===== config.mk =====
export PLATFORM = sky130hd
export DESIGN_NAME = ctrl_pipe
export DESIGN_NICKNAME = d
export VERILOG_FILES = /design/src/rtl/mips_pkg.sv /design/src/rtl/hazard_unit.sv /design/src/rtl/ctrl_pipe.sv
export SDC_FILE = /design/constraint.sdc
export NUM_CORES = 1
export LEC_CHECK = 0
export ABC_AREA = 0
export BUFFER_PORTS_ARGS = -buffer_cell sky130_fd_sc_hd__buf_4
export CAP_MARGIN = 20
export CORE_MARGIN = 4
export CORE_UTILIZATION = 49
export DETAILED_ROUTE_END_ITERATION = 8
export GPL_TIMING_DRIVEN = 0
export MAX_ROUTING_LAYER = met4
export PLACE_DENSITY = 0.83
export SLEW_MARGIN = 30
export SYNTH_ARGS = -nofsm -noshare
export SYNTH_HDL_FRONTEND = slang
export SYNTH_HIERARCHICAL = 1
export SYNTH_SLANG_ARGS = --single-unit

===== constraint.sdc =====
create_clock -name clk -period 3 [get_ports clk]
set_clock_uncertainty 0.2 [all_clocks]
set_input_delay 0.15 -clock clk [delete_from_list [all_inputs] [get_ports clk]]
set_output_delay 0.15 -clock clk [all_outputs]
set_load 0.01 [all_outputs]

===== src/rtl/mips_pkg.sv =====
// Shared definitions for the MIPS pipeline: opcodes, ALU op codes and the
// decoder control word layout used by Ctr and the pipeline control registers.
package mips_pkg;

   localparam int REG_W   = 5;
   localparam int ALUOP_W = 2;

   localparam logic [5:0] OP_RTYPE = 6'b000000;
   localparam logic [5:0] OP_J     = 6'b000010;
   localparam logic [5:0] OP_LW    = 6'b100011;
   localparam logic [5:0] OP_SW    = 6'b101011;
   localparam logic [5:0] OP_BEQ   = 6'b000100;

   localparam logic [ALUOP_W-1:0] ALUOP_ADD   = 2'b00;
   localparam logic [ALUOP_W-1:0] ALUOP_SUB   = 2'b01;
   localparam logic [ALUOP_W-1:0] ALUOP_FUNCT = 2'b10;

   // Bit ordering matches the Ctr output bundle.
   typedef struct packed {
      logic               regDst;
      logic               aluSrc;
      logic               memToReg;
      logic               regWrite;
      logic               memRead;
      logic               memWrite;
      logic               branch;
      logic               jump;
      logic [ALUOP_W-1:0] aluOp;
   } ctrl_word_t;

   typedef struct packed {
      logic               regDst;
      logic               aluSrc;
      logic               memToReg;
      logic               regWrite;
      logic               memRead;
      logic               memWrite;
      logic               branch;
      logic [ALUOP_W-1:0] aluOp;
   } ex_ctrl_t;

   typedef struct packed {
      logic memRead;
      logic memWrite;
      logic branch;
      logic memToReg;
      logic regWrite;
   } mem_ctrl_t;

   typedef struct packed {
      logic memToReg;
      logic regWrite;
   } wb_ctrl_t;

   // Reference decode of the main decoder, kept beside the layout it fills.
   function automatic ctrl_word_t ctr_decode(input logic [5:0] op);
      ctrl_word_t cw;
      cw = '0;
      case (op)
         OP_RTYPE: begin
            cw.regDst   = 1'b1;
            cw.regWrite = 1'b1;
            cw.aluOp    = ALUOP_FUNCT;
         end
         OP_LW: begin
            cw.aluSrc   = 1'b1;
            cw.memToReg = 1'b1;
            cw.regWrite = 1'b1;
            cw.memRead  = 1'b1;
            cw.aluOp    = ALUOP_ADD;
         end
         OP_SW: begin
            cw.aluSrc   = 1'b1;
            cw.memWrite = 1'b1;
            cw.aluOp    = ALUOP_ADD;
         end
         OP_BEQ: begin
            cw.branch = 1'b1;
            cw.aluOp  = ALUOP_SUB;
         end
         OP_J:    cw.jump = 1'b1;
         default: cw = '0;
      endcase
      return cw;
   endfunction

endpackage


===== src/rtl/hazard_unit.sv =====
// Load-use detection and stall/flush priority for the pipeline control path.
// A taken branch discards everything younger, so it wins over a load-use stall.
module hazard_unit #(
   parameter int REG_W = 5
) (
   input  logic             exMemRead_i,
   input  logic [REG_W-1:0] exRt_i,
   input  logic [REG_W-1:0] idRs_i,
   input  logic [REG_W-1:0] idRt_i,
   input  logic             jump_i,
   input  logic             branchTaken_i,
   output logic             idExBubble_o,
   output logic             pcStall_o,
   output logic             ifIdStall_o,
   output logic             ifIdFlush_o,
   output logic             idExFlush_o
);

   logic load_use;

   assign load_use     = exMemRead_i & ((exRt_i == idRs_i) | (exRt_i == idRt_i));
   assign pcStall_o    = load_use & ~branchTaken_i;
   assign ifIdStall_o  = load_use & ~branchTaken_i;
   // A jump held in ID by a stall is re-presented next cycle, so no flush yet.
   assign ifIdFlush_o  = branchTaken_i | (jump_i & ~load_use);
   assign idExFlush_o  = branchTaken_i;
   assign idExBubble_o = load_use | branchTaken_i;

endmodule


===== src/rtl/ctrl_pipe.sv =====
// ID/EX, EX/MEM and MEM/WB control registers of the pipelined MIPS core,
// with load-use bubbles, branch/jump flushes and $0 write suppression.
module ctrl_pipe #(
   parameter int REG_W   = mips_pkg::REG_W,
   parameter int ALUOP_W = mips_pkg::ALUOP_W
) (
   input  logic               clk,
   input  logic               rst_n,
   input  logic               regDst,
   input  logic               aluSrc,
   input  logic               memToReg,
   input  logic               regWrite,
   input  logic               memRead,
   input  logic               memWrite,
   input  logic               branch,
   input  logic               jump,
   input  logic [ALUOP_W-1:0] aluOp,
   input  logic [REG_W-1:0]   idRs,
   input  logic [REG_W-1:0]   idRt,
   input  logic [REG_W-1:0]   idRd,
   input  logic               branchTaken,
   output logic               exRegDst,
   output logic               exAluSrc,
   output logic               exMemRead,
   output logic               exMemWrite,
   output logic               exBranch,
   output logic               exMemToReg,
   output logic               exRegWrite,
   output logic [ALUOP_W-1:0] exAluOp,
   output logic [REG_W-1:0]   exRt,
   output logic               memMemRead,
   output logic               memMemWrite,
   output logic               memBranch,
   output logic               memMemToReg,
   output logic               memRegWrite,
   output logic [REG_W-1:0]   memWriteReg,
   output logic               wbMemToReg,
   output logic               wbRegWrite,
   output logic [REG_W-1:0]   wbWriteReg,
   output logic               pcStall,
   output logic               ifIdStall,
   output logic               ifIdFlush,
   output logic               idExFlush
);

   mips_pkg::ctrl_word_t id_cw;
   mips_pkg::ex_ctrl_t   ex_ctrl_q, ex_ctrl_d;
   mips_pkg::mem_ctrl_t  mem_ctrl_q, mem_ctrl_d;
   mips_pkg::wb_ctrl_t   wb_ctrl_q, wb_ctrl_d;
   logic [REG_W-1:0]     ex_rt_q, ex_rt_d, ex_rd_q, ex_rd_d;
   logic [REG_W-1:0]     mem_wr_q, mem_wr_d, wb_wr_q, wb_wr_d;
   logic [REG_W-1:0]     ex_dest;
   logic                 id_ex_bubble;

   assign id_cw = '{regDst: regDst, aluSrc: aluSrc, memToReg: memToReg,
                    regWrite: regWrite, memRead: memRead, memWrite: memWrite,
                    branch: branch, jump: jump, aluOp: aluOp};

   hazard_unit #(.REG_W(REG_W)) u_hazard (
      .exMemRead_i   (ex_ctrl_q.memRead),
      .exRt_i        (ex_rt_q),
      .idRs_i        (idRs),
      .idRt_i        (idRt),
      .jump_i        (id_cw.jump),
      .branchTaken_i (branchTaken),
      .idExBubble_o  (id_ex_bubble),
      .pcStall_o     (pcStall),
      .ifIdStall_o   (ifIdStall),
      .ifIdFlush_o   (ifIdFlush),
      .idExFlush_o   (idExFlush)
   );

   always_comb begin
      ex_ctrl_d  = '0;
      ex_rt_d    = '0;
      ex_rd_d    = '0;
      mem_ctrl_d = '0;
      mem_wr_d   = '0;
      ex_dest    = ex_ctrl_q.regDst ? ex_rd_q : ex_rt_q;
      if (!id_ex_bubble) begin
         ex_ctrl_d = '{regDst: id_cw.regDst, aluSrc: id_cw.aluSrc,
                       memToReg: id_cw.memToReg, regWrite: id_cw.regWrite,
                       memRead: id_cw.memRead, memWrite: id_cw.memWrite,
                       branch: id_cw.branch, aluOp: id_cw.aluOp};
         ex_rt_d   = idRt;
         ex_rd_d   = idRd;
      end
      // The instruction in EX is younger than a taken branch in MEM: squash it.
      if (!idExFlush) begin
         mem_ctrl_d.memRead  = ex_ctrl_q.memRead;
         mem_ctrl_d.memWrite = ex_ctrl_q.memWrite;
         mem_ctrl_d.branch   = ex_ctrl_q.branch;
         mem_ctrl_d.memToReg = ex_ctrl_q.memToReg;
         mem_ctrl_d.regWrite = ex_ctrl_q.regWrite & (ex_dest != '0);
         mem_wr_d            = ex_dest;
      end
      wb_ctrl_d = '{memToReg: mem_ctrl_q.memToReg, regWrite: mem_ctrl_q.regWrite};
      wb_wr_d   = mem_wr_q;
   end

   always_ff @(posedge clk or negedge rst_n) begin
      if (!rst_n) begin
         ex_ctrl_q  <= '0;
         ex_rt_q    <= '0;
         ex_rd_q    <= '0;
         mem_ctrl_q <= '0;
         mem_wr_q   <= '0;
         wb_ctrl_q  <= '0;
         wb_wr_q    <= '0;
      end else begin
         ex_ctrl_q  <= ex_ctrl_d;
         ex_rt_q    <= ex_rt_d;
         ex_rd_q    <= ex_rd_d;
         mem_ctrl_q <= mem_ctrl_d;
         mem_wr_q   <= mem_wr_d;
         wb_ctrl_q  <= wb_ctrl_d;
         wb_wr_q    <= wb_wr_d;
      end
   end

   assign exRegDst    = ex_ctrl_q.regDst;
   assign exAluSrc    = ex_ctrl_q.aluSrc;
   assign exMemRead   = ex_ctrl_q.memRead;
   assign exMemWrite  = ex_ctrl_q.memWrite;
   assign exBranch    = ex_ctrl_q.branch;
   assign exMemToReg  = ex_ctrl_q.memToReg;
   assign exRegWrite  = ex_ctrl_q.regWrite;
   assign exAluOp     = ex_ctrl_q.aluOp;
   assign exRt        = ex_rt_q;
   assign memMemRead  = mem_ctrl_q.memRead;
   assign memMemWrite = mem_ctrl_q.memWrite;
   assign memBranch   = mem_ctrl_q.branch;
   assign memMemToReg = mem_ctrl_q.memToReg;
   assign memRegWrite = mem_ctrl_q.regWrite;
   assign memWriteReg = mem_wr_q;
   assign wbMemToReg  = wb_ctrl_q.memToReg;
   assign wbRegWrite  = wb_ctrl_q.regWrite;
   assign wbWriteReg  = wb_wr_q;

endmodule


==> results of run 1 <==
-- synth_stat cells, drive strengths merged --
cell type   n  area share (%)
nor2        5             1.4
and2b      12             6.5
o22ai       2             1.4
clkbuf      2            0.54
and3b       1            0.63
nand3       4             1.4
nor3        1            0.36
mux2i       5             3.6
nor4b       1             1.7
xnor2      10             6.3
nor3b       1            0.90
buf         3             1.9
nor4        1             1.5
dfrtp      36              65
inv         1            0.27
o21bai      1            0.54
or2         1            0.45
nor2b      12             5.4
-- worst reg2reg max path, cell delays in order (launching register included) --
cell,delay (ns)
dfrtp_1,0.51
xnor2_1,0.16
nand3_1,0.12
o22ai_2,0.23
or2_1,0.32
clkbuf_1,0.34
and2b_1,0.24
-- cell usage in the layout (no fill, tap or decap), types with 3 or more instances in the layout --
cell type | synthesis | layout
nand3_1 | 4 | 4
buf_4 | 2 | 64
dlygate4sd3_1 | 0 | 20
and2b_1 | 12 | 12
nor2_1 | 5 | 5
mux2i_1 | 5 | 5
clkbuf_1 | 2 | 3
xnor2_1 | 10 | 10
clkbuf_4 | 0 | 5
dfrtp_1 | 36 | 36
nor2b_1 | 12 | 12
-- per-layer routing --
layer / track usage (%) / vias to the layer above / wire length [um]
li1: - / 493 / -
met1: 19.8 / 486 / 1110
met2: 33.4 / 29 / 1740
met3: 5.87 / 2 / 170
met4: 5.26 / 0 / 19
met5: - / - / 0
-- final cells by class --
class	instances	area, sq um	area share (%)
inverters	1	3.75	0.176
plain buffers	5	33.8	1.58
multi-input cells	57	445	20.9
clock inverters	1	5.00	0.234
clock buffers	6	41.3	1.93
well taps	31	38.8	1.82
repair buffers	82	666	31.2
flip-flops and latches	36	901	42.2
-- metrics by stage --
stage / cells / power (mW) / setup WS [ns]
4_1_cts: 219 / 0.932 / 0.778
6_report: 219 / 0.919 / 0.778
5_1_grt: 219 / 0.968 / 0.606
2_1_floorplan: 99 / 0.596 / 1.10
3_3_place_gp: 192 / 0.675 / 0.884
3_5_place_dp: 192 / 0.682 / 0.800
-- kinds of logic after synthesis --
logic type,share of synthesized area (%)
multiplexers,3.62
buffers and inverters,2.71
AO/OA/AOI/OAI,1.90
AND/OR/NAND/NOR,20.3
XOR/XNOR,6.33
flip-flops,65.1
-- power by group through the flow --
stage | clock network [mW] | logic, mW | registers, mW
4_1_cts | 0.238 | 0.165 | 0.529
5_1_grt | 0.257 | 0.178 | 0.533
6_report | 0.228 | 0.163 | 0.529
3_5_place_dp | 0 | 0.144 | 0.539
2_1_floorplan | 0 | 0.0502 | 0.546
3_3_place_gp | 0 | 0.138 | 0.537
-- final timing paths --
path | startpoint | to | slack (ns)
hold reg to reg | memWriteReg[2] | wbWriteReg[2] | 0.19
hold / removal | rst_n | memMemRead | 0.1
min in group clk | branchTaken | exRt[0] | 0.11
max in group asynchronous | rst_n | exMemWrite | 2.20
setup reg to reg | exRt[1] | exAluSrc | 0.78
setup / recovery | exRt[1] | exAluSrc | 0.78
-- registers in the layout, indices dropped and copies added, names as in the netlist, 2 cells and up --
| signal | count |
|---|---|
| exAluOp | 2 |
| wbWriteReg | 5 |
| exRt | 5 |
| memWriteReg | 5 |
| ex_rd_q | 5 |
-- timing repair --
item                                    CTS  global route
hold buffers                             20             0
endpoints found under the setup margin    0             0
hold endpoints to repair                 55             0
==> impl_metrics.yaml, run 1 <==
detailed_routing:
  ant_nets: 0
  drc: 0
  finalWirelength_mm: 3.05
  dr.pass1.iters: 4
  vias: 1010
  viasPerCell: 4.61
  wl_per_cell_um: 13.9
  drt_iter0_markers: 23
place:
  port_buffers: 62
  hpwlAfterDp_mm: 2.27
  postPlaceCellArea_sq_um: 1890
  gp_congestion: 0.737
power:
  seqPwrFrac_pct: 57.5
  leakage_nw: 1.09
  p_sw_uw: 224
  clock_power_share_pct: 24.8
  internal_power_uw: 695
  p_per_area_nw_per_um2: 430
  power_frac_comb_pct: 17.7
  max-vdd-ir-drop_mv: 0.431
  switching_share_pct: 24.4
timing:
  setup_viol: 0
  fmax_mhz: 450
  slew_headroom_pct: 71.3
  rsz0062_at_grt: "false"
  hold_viol: 0
  fin_crit_sh_pct: 74.1
  drv_slew: 0
  hold_slack_ns: 0.0973
  worst_slew_pin_slew_ns: 0.431
  tns_ns: 0
  period_needed_ns: 2.22
synth:
  syn-num-nets: 127
  ys_seq_area_share_pct: 65.1
  ys_warn_count: 6
  ys_types: 20
  netlist_instances: 99
  syn_area_per_cell_sq_um: 14.0
  ys_ff_latch: 36
  synth_area_sq_um: 1380
cells_and_area:
  final_nets: 216
  antenna_cells: 0
  postLayoutCoreUtil_pct: 78.1
  drive_above_1_share_pct: 39.9
  fillCellCount: 166
  area_growth_pct: 54.2
  final_area_sq_um: 2130
critical_path:
  worst-r2r-cell-count: 6
  cp_cell_sequence: "xnor2_1 -> nand3_1 -> o22ai_2 -> or2_1 -> clkbuf_1 -> and2b_1"
  max_stage_delay_ns: 0.51
  critical-path-top-delay-family: "simple AND/OR/NAND/NOR gates"
  cp-end-kind: "flop"
  path_buf_inv: 1
  critPathSlowestCell: "dfrtp_1"
  cp.depth: 6
  cp.arrival_ns: 2.24
  start_kind: "flop"
  critical_path_class: "reg2reg"
  critPathMaxFanout: 10
  required_ns: 3.02
status:
  status: "finished clean"
global_route:
  gr-usage-all-layers_pct: 18.7
  overflow: 0
  grt_first_pass_wirelength_mm: 4.80
  grt_start_max_net_pins: 37
  grt_pass1_vias: 1061
  antenna_found_initial: 0
clock_network:
  ctsRootBufferMaster: "clkbuf_4"
  cts_made_buffers: 5
  htreeDepth: 2
  cts_setup_buffers: 0
  clock_path_buffers: 2
  cts_resized: 0
  insertion_delay_ns: 0.33
  path_clk_slew_ns: 0.10
  cts_tree: "yes"
  cts.sinks: 36
die:
  die_y_um: 61.1
  die_area_sq_um: 3740
  start_util_pct: 50.6
  num_io_pins: 63
  rows: 19
  core_area_sq_um: 2730
  die_w_um: 61.1
worst_hold_path:
  hold_class: "in2async"
job:
  cap_violations: 0
Note: power is estimated with default switching activity, not from simulation.
==> run 2, diff against run 1 <==
--- a/config.mk
+++ b/config.mk
@@ -9,11 +9,11 @@
 export BUFFER_PORTS_ARGS = -buffer_cell sky130_fd_sc_hd__buf_4
 export CAP_MARGIN = 20
 export CORE_MARGIN = 4
-export CORE_UTILIZATION = 49
+export CORE_UTILIZATION = 41
 export DETAILED_ROUTE_END_ITERATION = 8
 export GPL_TIMING_DRIVEN = 0
 export MAX_ROUTING_LAYER = met4
-export PLACE_DENSITY = 0.83
+export PLACE_DENSITY = 0.74
 export SLEW_MARGIN = 30
 export SYNTH_ARGS = -nofsm -noshare
 export SYNTH_HDL_FRONTEND = slang
==> constraint.sdc (replaced) <==
create_clock -name clk -period 2 [get_ports clk]
set_clock_uncertainty 0.2 [all_clocks]
set_input_delay 0.1 -clock clk [delete_from_list [all_inputs] [get_ports clk]]
set_output_delay 0.1 -clock clk [all_outputs]
set_load 0.01 [all_outputs]
==> run 2 against run 1 <==
Compared with the run above: sequential power rose by 50%; clock power rose by 54%; cell area rose by 5.2%; sequential share of layout area fell by 1.8 points; via count rose by 7.2%; combinational power rose by 66%; core utilization fell by 6.3 points; global-route usage fell by 0.93 points; die area rose by 17%; worst setup slack got worse by 0.75 ns; sequential cell count did not move; critical endpoint is now ifIdFlush.
==> impl_metrics.yaml, run 2 (synthesis gave the netlist of run 1 again) <==
critical_path:
  required_ns: 1.70
  critical-path-top-delay-family: "flip-flops"
  worst-r2r-cell-count: 6
  critPathMaxFanout: 3
  rrSetupSlack_ns: 0.06
  r2r-start: "exRt[3]"
  critPathSlowestCell: "dfrtp_2"
  max_stage_delay_ns: 0.46
  start_kind: "flop"
  timing.rr.end: "ex_rd_q[2]"
  cp-end-kind: "primary output"
  cp.arrival_ns: 1.67
  critical_path_class: "reg2out"
  crit_path_frequent_cell: "buf_4"
  cp_cell_sequence: "xnor2_2 -> nand3_1 -> o22ai_2 -> buf_4 -> o21bai_1 -> buf_4"
  path_buf_inv: 2
die:
  num_io_pins: 63
  start_util_pct: 44.2
  die_y_um: 66.1
  die_w_um: 66.1
  rows: 20
  die_area_sq_um: 4370
  core_area_sq_um: 3130
worst_hold_path:
  hold_class: "in2async"
global_route:
  grt_start_max_net_pins: 37
  antenna_found_initial: 0
  grt_first_pass_wirelength_mm: 5.49
  overflow: 0
  gr-usage-all-layers_pct: 17.8
  grt_pass1_vias: 1191
timing:
  setup_viol: 0
  fmax_mhz: 507
  worst_slew_pin_slew_ns: 0.436
  slew_headroom_pct: 70.9
  drv_slew: 0
  period_needed_ns: 1.97
  fin_crit_sh_pct: 98.6
  tns_ns: 0
  hold_viol: 0
clock_network:
  htreeDepth: 2
  cts_tree: "yes"
  cts.sinks: 36
  path_clk_slew_ns: 0.10
  cts_made_buffers: 5
  clock_path_buffers: 2
  insertion_delay_ns: 0.33
  ctsRootBufferMaster: "clkbuf_4"
detailed_routing:
  wl_per_cell_um: 14.5
  drt_iter0_markers: 29
  vias: 1083
  finalWirelength_mm: 3.47
  ant_nets: 0
  drc: 0
  dr.pass1.iters: 2
  viasPerCell: 4.53
place:
  gp_congestion: 0.767
  hpwlAfterDp_mm: 2.41
  port_buffers: 62
cells_and_area:
  final_nets: 222
  final_cell_mix: "buf_4 (68), dfrtp_1 (31), dlygate4sd3_1 (21), and2b_1 (12), nor2b_1 (12)"
  area_growth_pct: 62.2
  postLayoutCoreUtil_pct: 71.8
  drive_above_1_share_pct: 46.9
  final_common_cell: "buf_4"
power:
  leakage_nw: 1.14
  switching_share_pct: 25.1
  clock_power_share_pct: 24.8
  seqPwrFrac_pct: 56.0
  internal_power_mw: 1.06
  max-vdd-ir-drop_mv: 0.409
  p_per_area_nw_per_um2: 629
  power_frac_comb_pct: 19.2
  p_sw_uw: 354
job:
  cap_violations: 0
status:
  status: "finished clean"
[run 2: cell count changes in the layout (fill, tap and decap cells not counted), moves of 4 or more]
cell	change
buf_4	+4
dfrtp_2	+5
xnor2_1	-4
xnor2_2	+4
dfrtp_1	-5
[run 2: worst register-to-register path, cell delays in order, from the launching register on]
cell	delay, ns
dfrtp_2	0.46
xnor2_2	0.18
nand3_1	0.11
o22ai_2	0.23
or2_4	0.22
clkbuf_2	0.22
and2b_1	0.20
[run 2: what timing repair did]
action,in CTS,in global routing
endpoints found under the hold margin,55,0
setup buffers,4,2
gates cloned,0,0
setup endpoints to repair,11,8
resized for setup,7,5
pin swaps,1,3
hold buffers,21,0
[run 2: stage by stage]
stage / instance area (sq um) / power [mW] / setup slack (ns) / std cells / hold slack [ns]
2_1_floorplan: 1380 / 0.894 / 0.101 / 99 / -0.396
3_3_place_gp: 1900 / 1.01 / -0.131 / 205 / -0.133
3_5_place_dp: 1900 / 1.02 / -0.190 / 205 / -0.126
4_1_cts: 2200 / 1.41 / 0.0209 / 237 / 0.0438
5_1_grt: 2240 / 1.49 / -0.0496 / 238 / 0.0586
6_report: 2240 / 1.41 / 0.0278 / 239 / 0.0394
[run 2: routing by layer]
metal  vias to the layer above  track usage (%)  routed length [um]
met3                         8             5.27                 174
met4                         0             9.14                  78
met2                        38             30.5                2000
met1                       529             18.4                1210
met5                         -                -                   0
li1                        508                -                   -
[run 2: cell type report]
type                    instances  area (sq um)
diodes                          1          2.50
plain buffers                   4          27.5
clock buffers                   6          41.3
clock inverters                 1          5.00
fillers                       225           883
inverters                       1          3.75
multi-input cells              57           478
flip-flops and latches         36           907
well taps                      44          55.1
repair buffers                 89           724
[run 2: power groups by stage]
stage | Sequential (mW) | Clock [mW] | Combinational (mW)
detailed placement | 0.808 | 0 | 0.216
global route | 0.796 | 0.397 | 0.293
global placement | 0.805 | 0 | 0.209
floorplan | 0.819 | 0 | 0.0753
finish | 0.791 | 0.351 | 0.271
CTS | 0.791 | 0.362 | 0.262
[run 2: how the worst max path moves through the flow]
stage / from / to / slack (ns) / cells after the start
CTS: exRt[0] / pcStall / 0.02 / 6
finish: exRt[3] / ifIdFlush / 0.03 / 6
detailed placement: exRt[4] / exMemWrite / -0.19 / 6
global placement: exRt[0] / ex_rd_q[2] / -0.13 / 6
global route: exRt[3] / ifIdFlush / -0.05 / 6
floorplan: exRt[1] / exAluSrc / 0.10 / 6
==> run 3, diff against run 2 <==
--- a/config.mk
+++ b/config.mk
@@ -8,14 +8,16 @@
 export ABC_AREA = 0
 export BUFFER_PORTS_ARGS = -buffer_cell sky130_fd_sc_hd__buf_4
 export CAP_MARGIN = 20
+export CELL_PAD_IN_SITES_DETAIL_PLACEMENT = 1
+export CELL_PAD_IN_SITES_GLOBAL_PLACEMENT = 2
 export CORE_MARGIN = 4
-export CORE_UTILIZATION = 41
+export CORE_UTILIZATION = 26
+export CTS_BUF_LIST = sky130_fd_sc_hd__clkbuf_8 sky130_fd_sc_hd__clkbuf_16
 export DETAILED_ROUTE_END_ITERATION = 8
 export GPL_TIMING_DRIVEN = 0
 export MAX_ROUTING_LAYER = met4
-export PLACE_DENSITY = 0.74
+export PLACE_DENSITY_LB_ADDON = 0.1
 export SLEW_MARGIN = 30
 export SYNTH_ARGS = -nofsm -noshare
 export SYNTH_HDL_FRONTEND = slang
-export SYNTH_HIERARCHICAL = 1
 export SYNTH_SLANG_ARGS = --single-unit
==> run 3 against run 2 <==
Compared with the run above: register-to-register slack worse by 0.02 ns; combinational power up 20%; sequential power about the same; power up 24%; largest cell class unchanged; critical endpoint is now exAluOp[1]; critical path type is now reg2reg; sequential cell count unchanged; routed wire length up 34%; via count up 26%; die area up 66%.
==> impl_metrics.yaml, run 3 <==
status:
  status: "finished clean"
critical_path:
  cp-end-kind: "flop"
  r2r-start: "exRt[3]"
  critPathMaxFanout: 10
  critical_path_class: "reg2reg"
  worst-r2r-cell-count: 4
  cp.arrival_ns: 1.92
  start_kind: "flop"
  timing.rr.end: "exAluOp[1]"
  rrSetupSlack_ns: 0.04
  required_ns: 1.96
detailed_routing:
  vias: 1364
  viasPerCell: 4.62
  drc: 0
  dr.pass1.iters: 4
  wl_per_cell_um: 15.7
  drt_iter0_markers: 66
  ant_nets: 0
  finalWirelength_mm: 4.63
clock_network:
  path_clk_slew_ns: 0.08
  ctsRootBufferMaster: "clkbuf_8"
  cts.sinks: 36
  insertion_delay_ns: 0.28
  cts_tree: "yes"
  clock_path_buffers: 2
  cts_made_buffers: 5
  htreeDepth: 2
synth:
  synth_area_leader_cell: "dfrtp_1"
  syn_area_per_cell_sq_um: 12.4
  ys_warn_count: 0
  synth_area_sq_um: 1540
  synthTopCellsByCount: "dfrtp_1 (36), nand2b_1 (21), a221oi_1 (20), xor2_1 (10), nor2_1 (6)"
  ys_types: 19
  synth_edf_count: 0
  syn-num-nets: 153
  ys_seq_area_share_pct: 58.3
  yosys.area.top_type_share_pct: 58.3
  synth_most_common_cell: "dfrtp_1"
  ys_ff_latch: 36
  synth_flop_cell: "dfrtp_1"
  synthArstFlopShare_pct: 100
  yosys-top-cells-area: "dfrtp_1 (58%), a221oi_1 (11%), nand2b_1 (8.5%)"
  netlist_instances: 125
place:
  port_buffers: 62
  dpl_worst_slack_ns: -0.0914
  gp_congestion: 0.741
  postPlaceCellArea_sq_um: 2100
  hpwlAfterDp_mm: 3.16
job:
  cap_violations: 0
power:
  switching_share_pct: 25.4
  power_frac_comb_pct: 18.6
  p_sw_uw: 445
  max-vdd-ir-drop_mv: 0.325
  p_per_area_nw_per_um2: 689
  leakage_nw: 1.25
  seqPwrFrac_pct: 44.9
  internal_power_mw: 1.31
  total_power_mw: 1.75
  clock_power_share_pct: 36.5
cells_and_area:
  area_growth_pct: 64.9
  final_area_sq_um: 2550
  final_common_cell: "buf_4"
  drive_above_1_share_pct: 44.8
  antenna_cells: 0
  final_nets: 250
  postLayoutCoreUtil_pct: 45.1
  final_cell_mix: "buf_4 (74), dfrtp_1 (32), nand2b_1 (21), dlygate4sd3_1 (20), a221oi_1 (19)"
global_route:
  met1_usage_pct: 17.4
  grt_use_met2_pct: 22.6
  grt_start_max_net_pins: 37
  overflow: 0
  grt.busiest_layer: "met2"
  met3_usage_pct: 2.91
  grt_pass1_vias: 1535
  gr-usage-all-layers_pct: 13.9
  antenna_found_initial: 0
  grt_first_pass_wirelength_mm: 7.84
die:
  num_io_pins: 63
  core_area_sq_um: 5640
  start_util_pct: 27.4
  die_w_um: 85.1
  die_y_um: 85.1
  rows: 27
  die_area_sq_um: 7240
timing:
  hold_viol: 0
  worst_slew_pin_slew_ns: 0.705
  slew_headroom_pct: 52.8
  timing.final.ws_setup_ns: 0.0384
  fmax_mhz: 510
  setup_viol: 0
  fin_crit_sh_pct: 98.1
  drv_slew: 0
  rsz0062_at_grt: "true"
  period_needed_ns: 1.96
worst_hold_path:
  hold_class: "in2async"
run 3: per-stage QoR:
| step | hold WS [ns] | TNS, ns | instances |
|---|---|---|---|
| finish | 0.115 | 0 | 295 |
| global route | 0.158 | -0.0621 | 295 |
| CTS | 0.129 | 0 | 294 |
| detailed placement | -0.109 | -0.149 | 259 |
| global placement | -0.120 | -0.0727 | 259 |
| floorplan | -0.396 | 0 | 125 |
run 3: per-layer routing:
layer  wire, um  share of wire [%]
met1       1910                 41
met2       2390                 52
met3        272                5.9
met4         58                1.3
met5          0                  0
run 3: repair_timing:
item / 4_1_cts / 5_1_grt
gates resized for setup: 9 / 11
hold endpoints to repair: 56 / 0
pin swaps: 4 / 3
buffers inserted: 7 / 1
setup endpoints to repair: 13 / 17
cloned: 0 / 0
hold buffers: 21 / 0
run 3: final cells by class:
type                    instances  area [sq um]
fillers                       616          3100
plain buffers                  11          76.3
clock buffers                   5          68.8
well taps                      72          90.1
flip-flops and latches         36           906
inverters                       1          3.75
repair buffers                 91           742
multi-input cells              76           617
clock inverters                 3          42.5
run 3: cell families after synthesis:
kind of cell	count (synthesis)	share of synthesized area [%]
AOI/OAI and AO/OA	23	12.6
xor gates and xnor gates	10	5.67
buffers and inverters	13	4.86
DFF	36	58.3
muxes	5	3.24
and+or+nand+nor	38	15.2
run 3: worst max-delay path by stage:
stage / start / cells after the start / endpoint
after global routing: exRt[2] / 4 / ifIdFlush
after CTS: idRt[4] / 7 / ifIdFlush
final: exRt[3] / 4 / exAluOp[1]
after detailed placement: exRt[0] / 6 / pcStall
after floorplan: exRt[4] / 5 / pcStall
after global placement: exRt[0] / 6 / pcStall
run 3: power groups by stage:
| stage | clock, mW | sequential [mW] | combinational, mW |
|---|---|---|---|
| floorplan | 0 | 0.814 | 0.103 |
| global placement | 0 | 0.802 | 0.256 |
| global route | 0.693 | 0.794 | 0.356 |
| detailed placement | 0 | 0.804 | 0.262 |
| finish | 0.640 | 0.788 | 0.325 |
| CTS | 0.660 | 0.789 | 0.318 |
run 3: critical path: stages (launching register included):
cell,delay [ns]
dfrtp_2,0.47
xor2_1,0.21
nor3b_2,0.62
buf_6,0.23
a221oi_1,0.10
